===== src/rtl/demux_4_pkg.sv =====
// Shared constants and FSM state type for the 1:4 packet demultiplexer.
package demux_4_pkg;

    localparam int unsigned NUM_CH = 4;
    localparam int unsigned SEL_W  = 2;

    typedef enum logic {
        ST_IDLE   = 1'b0,
        ST_IN_PKT = 1'b1
    } state_e;

endpackage


===== src/rtl/demux_chan_reg.sv =====
// One-entry output register for a single demux channel.
// A new beat may be loaded in the same cycle the held beat drains,
// giving one beat per cycle of throughput.
module demux_chan_reg #(
    parameter int DATA_W = 8
) (
    input  logic              clk,
    input  logic              rst_n,
    input  logic              load,
    input  logic [DATA_W-1:0] d,
    input  logic              d_last,
    input  logic              ready,
    output logic              valid,
    output logic [DATA_W-1:0] q,
    output logic              q_last,
    output logic              can_load
);

    logic              valid_q;
    logic [DATA_W-1:0] data_q;
    logic              last_q;

    // Load has priority over drain; data and last hold while stalled or after drain.
    always_ff @(posedge clk or negedge rst_n) begin
        if (!rst_n) begin
            valid_q <= 1'b0;
            data_q  <= '0;
            last_q  <= 1'b0;
        end else if (load) begin
            valid_q <= 1'b1;
            data_q  <= d;
            last_q  <= d_last;
        end else if (valid_q && ready) begin
            valid_q <= 1'b0;
        end
    end

    assign valid    = valid_q;
    assign q        = data_q;
    assign q_last   = last_q;
    assign can_load = !valid_q || ready;

endmodule


===== src/rtl/demux_4_stream.sv =====
// 1:4 packet demultiplexer. The select is captured on the head beat and
// held for the rest of the packet; each channel has its own output register.
module demux_4_stream
    import demux_4_pkg::*;
#(
    parameter int DATA_W = 8
) (
    input  logic                     clk,
    input  logic                     rst_n,
    input  logic [DATA_W-1:0]        s_data,
    input  logic                     s_valid,
    input  logic                     s_last,
    input  logic [SEL_W-1:0]         s_sel,
    output logic                     s_ready,
    output logic [NUM_CH*DATA_W-1:0] m_data,
    output logic [NUM_CH-1:0]        m_valid,
    output logic [NUM_CH-1:0]        m_last,
    input  logic [NUM_CH-1:0]        m_ready,
    output logic                     busy
);

    state_e             state_q, state_d;
    logic [SEL_W-1:0]   lock_sel_q, lock_sel_d;
    logic [SEL_W-1:0]   eff;
    logic               accept;
    logic [NUM_CH-1:0]  load;
    logic [NUM_CH-1:0]  can_load;

    // Channel decode, ready/accept, per-channel load strobes and packet FSM next state.
    always_comb begin
        state_d    = state_q;
        lock_sel_d = lock_sel_q;
        eff        = (state_q == ST_IN_PKT) ? lock_sel_q : s_sel;
        s_ready    = can_load[eff];
        accept     = s_valid && s_ready;
        load       = '0;
        for (int unsigned k = 0; k < NUM_CH; k++) begin
            load[k] = accept && (eff == SEL_W'(k));
        end
        case (state_q)
            ST_IDLE: begin
                if (accept && !s_last) begin
                    state_d    = ST_IN_PKT;
                    lock_sel_d = s_sel;
                end
            end
            ST_IN_PKT: begin
                if (accept && s_last) begin
                    state_d = ST_IDLE;
                end
            end
            default: state_d = ST_IDLE;
        endcase
    end

    // State and locked select registers.
    always_ff @(posedge clk or negedge rst_n) begin
        if (!rst_n) begin
            state_q    <= ST_IDLE;
            lock_sel_q <= '0;
        end else begin
            state_q    <= state_d;
            lock_sel_q <= lock_sel_d;
        end
    end

    assign busy = (state_q == ST_IN_PKT);

    for (genvar i = 0; i < NUM_CH; i++) begin : g_ch
        demux_chan_reg #(
            .DATA_W (DATA_W)
        ) u_reg (
            .clk      (clk),
            .rst_n    (rst_n),
            .load     (load[i]),
            .d        (s_data),
            .d_last   (s_last),
            .ready    (m_ready[i]),
            .valid    (m_valid[i]),
            .q        (m_data[i*DATA_W +: DATA_W]),
            .q_last   (m_last[i]),
            .can_load (can_load[i])
        );
    end

endmodule


===== config.mk =====
export PLATFORM = sky130hd
export DESIGN_NAME = demux_4_stream
export DESIGN_NICKNAME = d
export VERILOG_FILES = /design/src/rtl/demux_4_pkg.sv /design/src/rtl/demux_chan_reg.sv /design/src/rtl/demux_4_stream.sv
export SDC_FILE = /design/constraint.sdc
export NUM_CORES = 1
export LEC_CHECK = 0
export CAP_MARGIN = 25
export CORE_UTILIZATION = 49
export DETAILED_ROUTE_END_ITERATION = 12
export PLACE_DENSITY_LB_ADDON = 0.25
export SKIP_LAST_GASP = 1
export SLEW_MARGIN = 25
export SYNTH_ARGS = -nofsm -noshare
export SYNTH_HDL_FRONTEND = slang
export SYNTH_SLANG_ARGS = --single-unit

===== constraint.sdc =====
create_clock -name clk -period 4.8 [get_ports clk]
set_input_delay 0.48 -clock clk [delete_from_list [all_inputs] [get_ports clk]]
set_output_delay 0.48 -clock clk [all_outputs]
set_load 0.02 [all_outputs]

==> flow_metrics.env <==
export IMPL_drive_gt1_share_pct=28.8
export IMPL_grt_start_max_net_pins=44
export IMPL_power_leakage_nw=1.06
export IMPL_netlist_area_um2=1820
export IMPL_tns_ns=0
export IMPL_drc=0
export IMPL_avgSynthCellArea_um2=15.2
export IMPL_r2r_slack_ns=2.90
export IMPL_cts_max_level=2
export IMPL_drt_vias_per_instance=5.16
export IMPL_worstPathRequired_ns=4.32
export IMPL_hp_class="in2async"
export IMPL_synth_top_area_share_pct=59.0
export IMPL_clk_latency_ns=0.29
export IMPL_fin_area_um2=2470
export IMPL_r2r_end="g_ch[0].u_reg.q[1]"
export IMPL_cts_buffers=5
export IMPL_fin_crit_ns=2.73
export IMPL_io_buffers=59
export IMPL_start_kind="primary input"
export IMPL_cts_sinks=43
export IMPL_clk_pin_slew_ns=0.07
export IMPL_endpoint="s_ready"
export IMPL_ant_nets=0
export IMPL_synth_fp_nets=138
export IMPL_crit_path_end_kind="primary output"
export IMPL_postCtsSetupRepairBufs=0
export IMPL_grt_usage_pct=21.2
export IMPL_die_w_um=63.0
export IMPL_fp_dieH_um=63.0
export IMPL_antenna_found_initial=0
export IMPL_finalSetupViolCount=0
export IMPL_rsz0062_at_grt="no"
export IMPL_syn_inst=120
export IMPL_first_global_vias=1265
export IMPL_timing_final_max_slew_violations=0
export IMPL_ir_worst_vdd_v=0.000410
export IMPL_power_density_nw_per_um2=747
export IMPL_area_delta_synth_final_pct=35.6
export IMPL_cts_max_path_buffers=2
export IMPL_gp_routability_congestion=0.771
export IMPL_dr_pass1_iters=3
export IMPL_relSlewSlack_pct=39.2
export IMPL_worstSetupPathType="in2out"
export IMPL_worstRegToRegCells=3
export IMPL_finalPower_mw=1.85
export IMPL_synth_cell_types=17
export IMPL_cts_repair_resized=0
export IMPL_postCtsHoldBufs=0
export IMPL_path_cells="clkdlybuf4s50_1, mux2_4, mux2i_4, mux2i_1, clkdlybuf4s50_1"
export IMPL_yosysWarningCount=0
export IMPL_fin_crit_sh_pct=56.9
export IMPL_n_antenna_cell=0
export IMPL_slowest_stage="clkdlybuf4s50_1"
export IMPL_via_count=1150
export IMPL_fin_skew_ns=0.00300
export IMPL_tightest_slew_ns=0.912
export IMPL_cts_tree="done"
export IMPL_cap_violations=0
export IMPL_status="finished, final reports clean"
export IMPL_critPathLaunch="s_sel[0]"
export IMPL_num_rows=21
export IMPL_wirelength_um=3640
export IMPL_synth_seq_cells=43
export IMPL_core_area_um2=3440
export IMPL_synthTopCellsByArea="dfrtp_1 (59%), mux2_2 (23%), buf_4 (3.3%)"
export IMPL_post_drt_wl_per_cell_um=16.3
export IMPL_crit_top_cell="clkdlybuf4s50_1"
export IMPL_grt_overflow=0
export IMPL_hpwl_um=2520
export IMPL_dieArea_um2=3970
export IMPL_initialDrtViolationCount=57
export IMPL_fmax_ghz=0.366
export IMPL_ctsRootBufferMaster="clkbuf_8"
export IMPL_hold_violations=0
export IMPL_synth_largest_area_cell="dfrtp_1"
export IMPL_crit_path_max_fanout=4
export IMPL_start_util_pct=53.0
export IMPL_nets=194
export IMPL_grt_pass1_wl_um=6280
export IMPL_cp_arrival_ns=2.25
export IMPL_max_stage_delay_ns=0.62
export IMPL_ios=60
export IMPL_place_area_um2=2390
export IMPL_synth_sequential_area_ratio_pct=59.0
-- power by group --
group	internal (mW)	leakage, nW	switching, mW
clock	0.102	0.0422	0.111
combinational	0.521	0.500	0.461
sequential	0.548	0.515	0.103
-- through the flow --
step / util, % / cells / setup WS (ns) / hold slack, ns
finish: 71.8 / 223 / 2.07 / 0.327
global route: 71.8 / 223 / 2.01 / 0.391
CTS: 71.8 / 223 / 2.06 / 0.350
floorplan: - / 120 / 2.78 / 0.184
global placement: 69.5 / 215 / 2.10 / 0.486
detailed placement: 69.5 / 215 / 2.07 / 0.494
-- logic make-up after synthesis --
kind of cell | count (synthesis) | share of synthesized area (%)
AO/OA/AOI/OAI | 3 | 1.17
multiplexers | 45 | 29.0
buffers and inverters | 11 | 4.32
flip-flops | 43 | 59.0
AND/OR/NAND/NOR | 18 | 6.52
-- worst min path at each step --
stage | startpoint | end | slack [ns] | depth (start not counted)
3_5_place_dp | g_ch[3].u_reg.q[0] | g_ch[3].u_reg.q[0] | 0.49 | 1
2_1_floorplan | rst_n | asynchronous set/reset pin | 0.18 | 0
3_3_place_gp | g_ch[3].u_reg.q[4] | g_ch[3].u_reg.q[4] | 0.49 | 1
4_1_cts | rst_n | g_ch[0].u_reg.valid | 0.35 | 1
6_report | rst_n | g_ch[0].u_reg.q[6] | 0.33 | 1
5_1_grt | rst_n | g_ch[0].u_reg.q[6] | 0.39 | 1
-- registers in the layout (all words and copies together), names as in the netlist, named ones only --
name               flops
g_ch.u_reg.q          32
g_ch.u_reg.q_last      4
g_ch.u_reg.valid       4
lock_sel_q             2
-- placed cells by master, fill, tap and decap left out --
| master | n |
|---|---|
| buf_2 | 1 |
| clkbuf_1 | 2 |
| clkbuf_8 | 5 |
| clkdlybuf4s50_1 | 58 |
| clkinv_2 | 1 |
| dfrtp_1 | 43 |
| inv_1 | 1 |
| mux2_1 | 1 |
| mux2_2 | 37 |
| mux2_4 | 1 |
| mux2i_1 | 4 |
| mux2i_4 | 2 |
| nand2_1 | 7 |
| nand2b_1 | 5 |
| nand4_2 | 4 |
| nor2_1 | 1 |
| nor3b_1 | 1 |
| o22a_1 | 1 |
| o22ai_1 | 2 |
-- cell type report --
type / count / area, um2
Clock inverter: 1 / 5.00
Tap cell: 46 / 57.6
Multi-Input combinational cell: 66 / 668
Clock buffer: 7 / 76.3
Fill cell: 252 / 970
Timing Repair Buffer: 59 / 586
Sequential cell: 43 / 1080
Inverter: 1 / 3.75
-- layer usage --
metal,up-vias,global-route usage [%],share of wire (%)
li1,529,-,-
met1,576,25.5,43
met2,40,35.9,51
met3,5,5.11,4.7
met4,0,9.30,1.3
met5,-,0,0
-- cell usage after synthesis, drive strengths merged --
library cell / count
nor2: 1
nand2b: 5
o22a: 1
buf: 9
dfrtp: 43
mux2i: 6
mux2: 39
nand2: 7
inv: 1
nand4: 4
clkbuf: 1
o22ai: 2
nor3b: 1
-- worst max-delay path, delay by kind of cell --
kind     cells  cell delay (ns)
mux          3             0.71
buf+inv      2             1.06
Note: power is estimated with default switching activity, not from simulation.
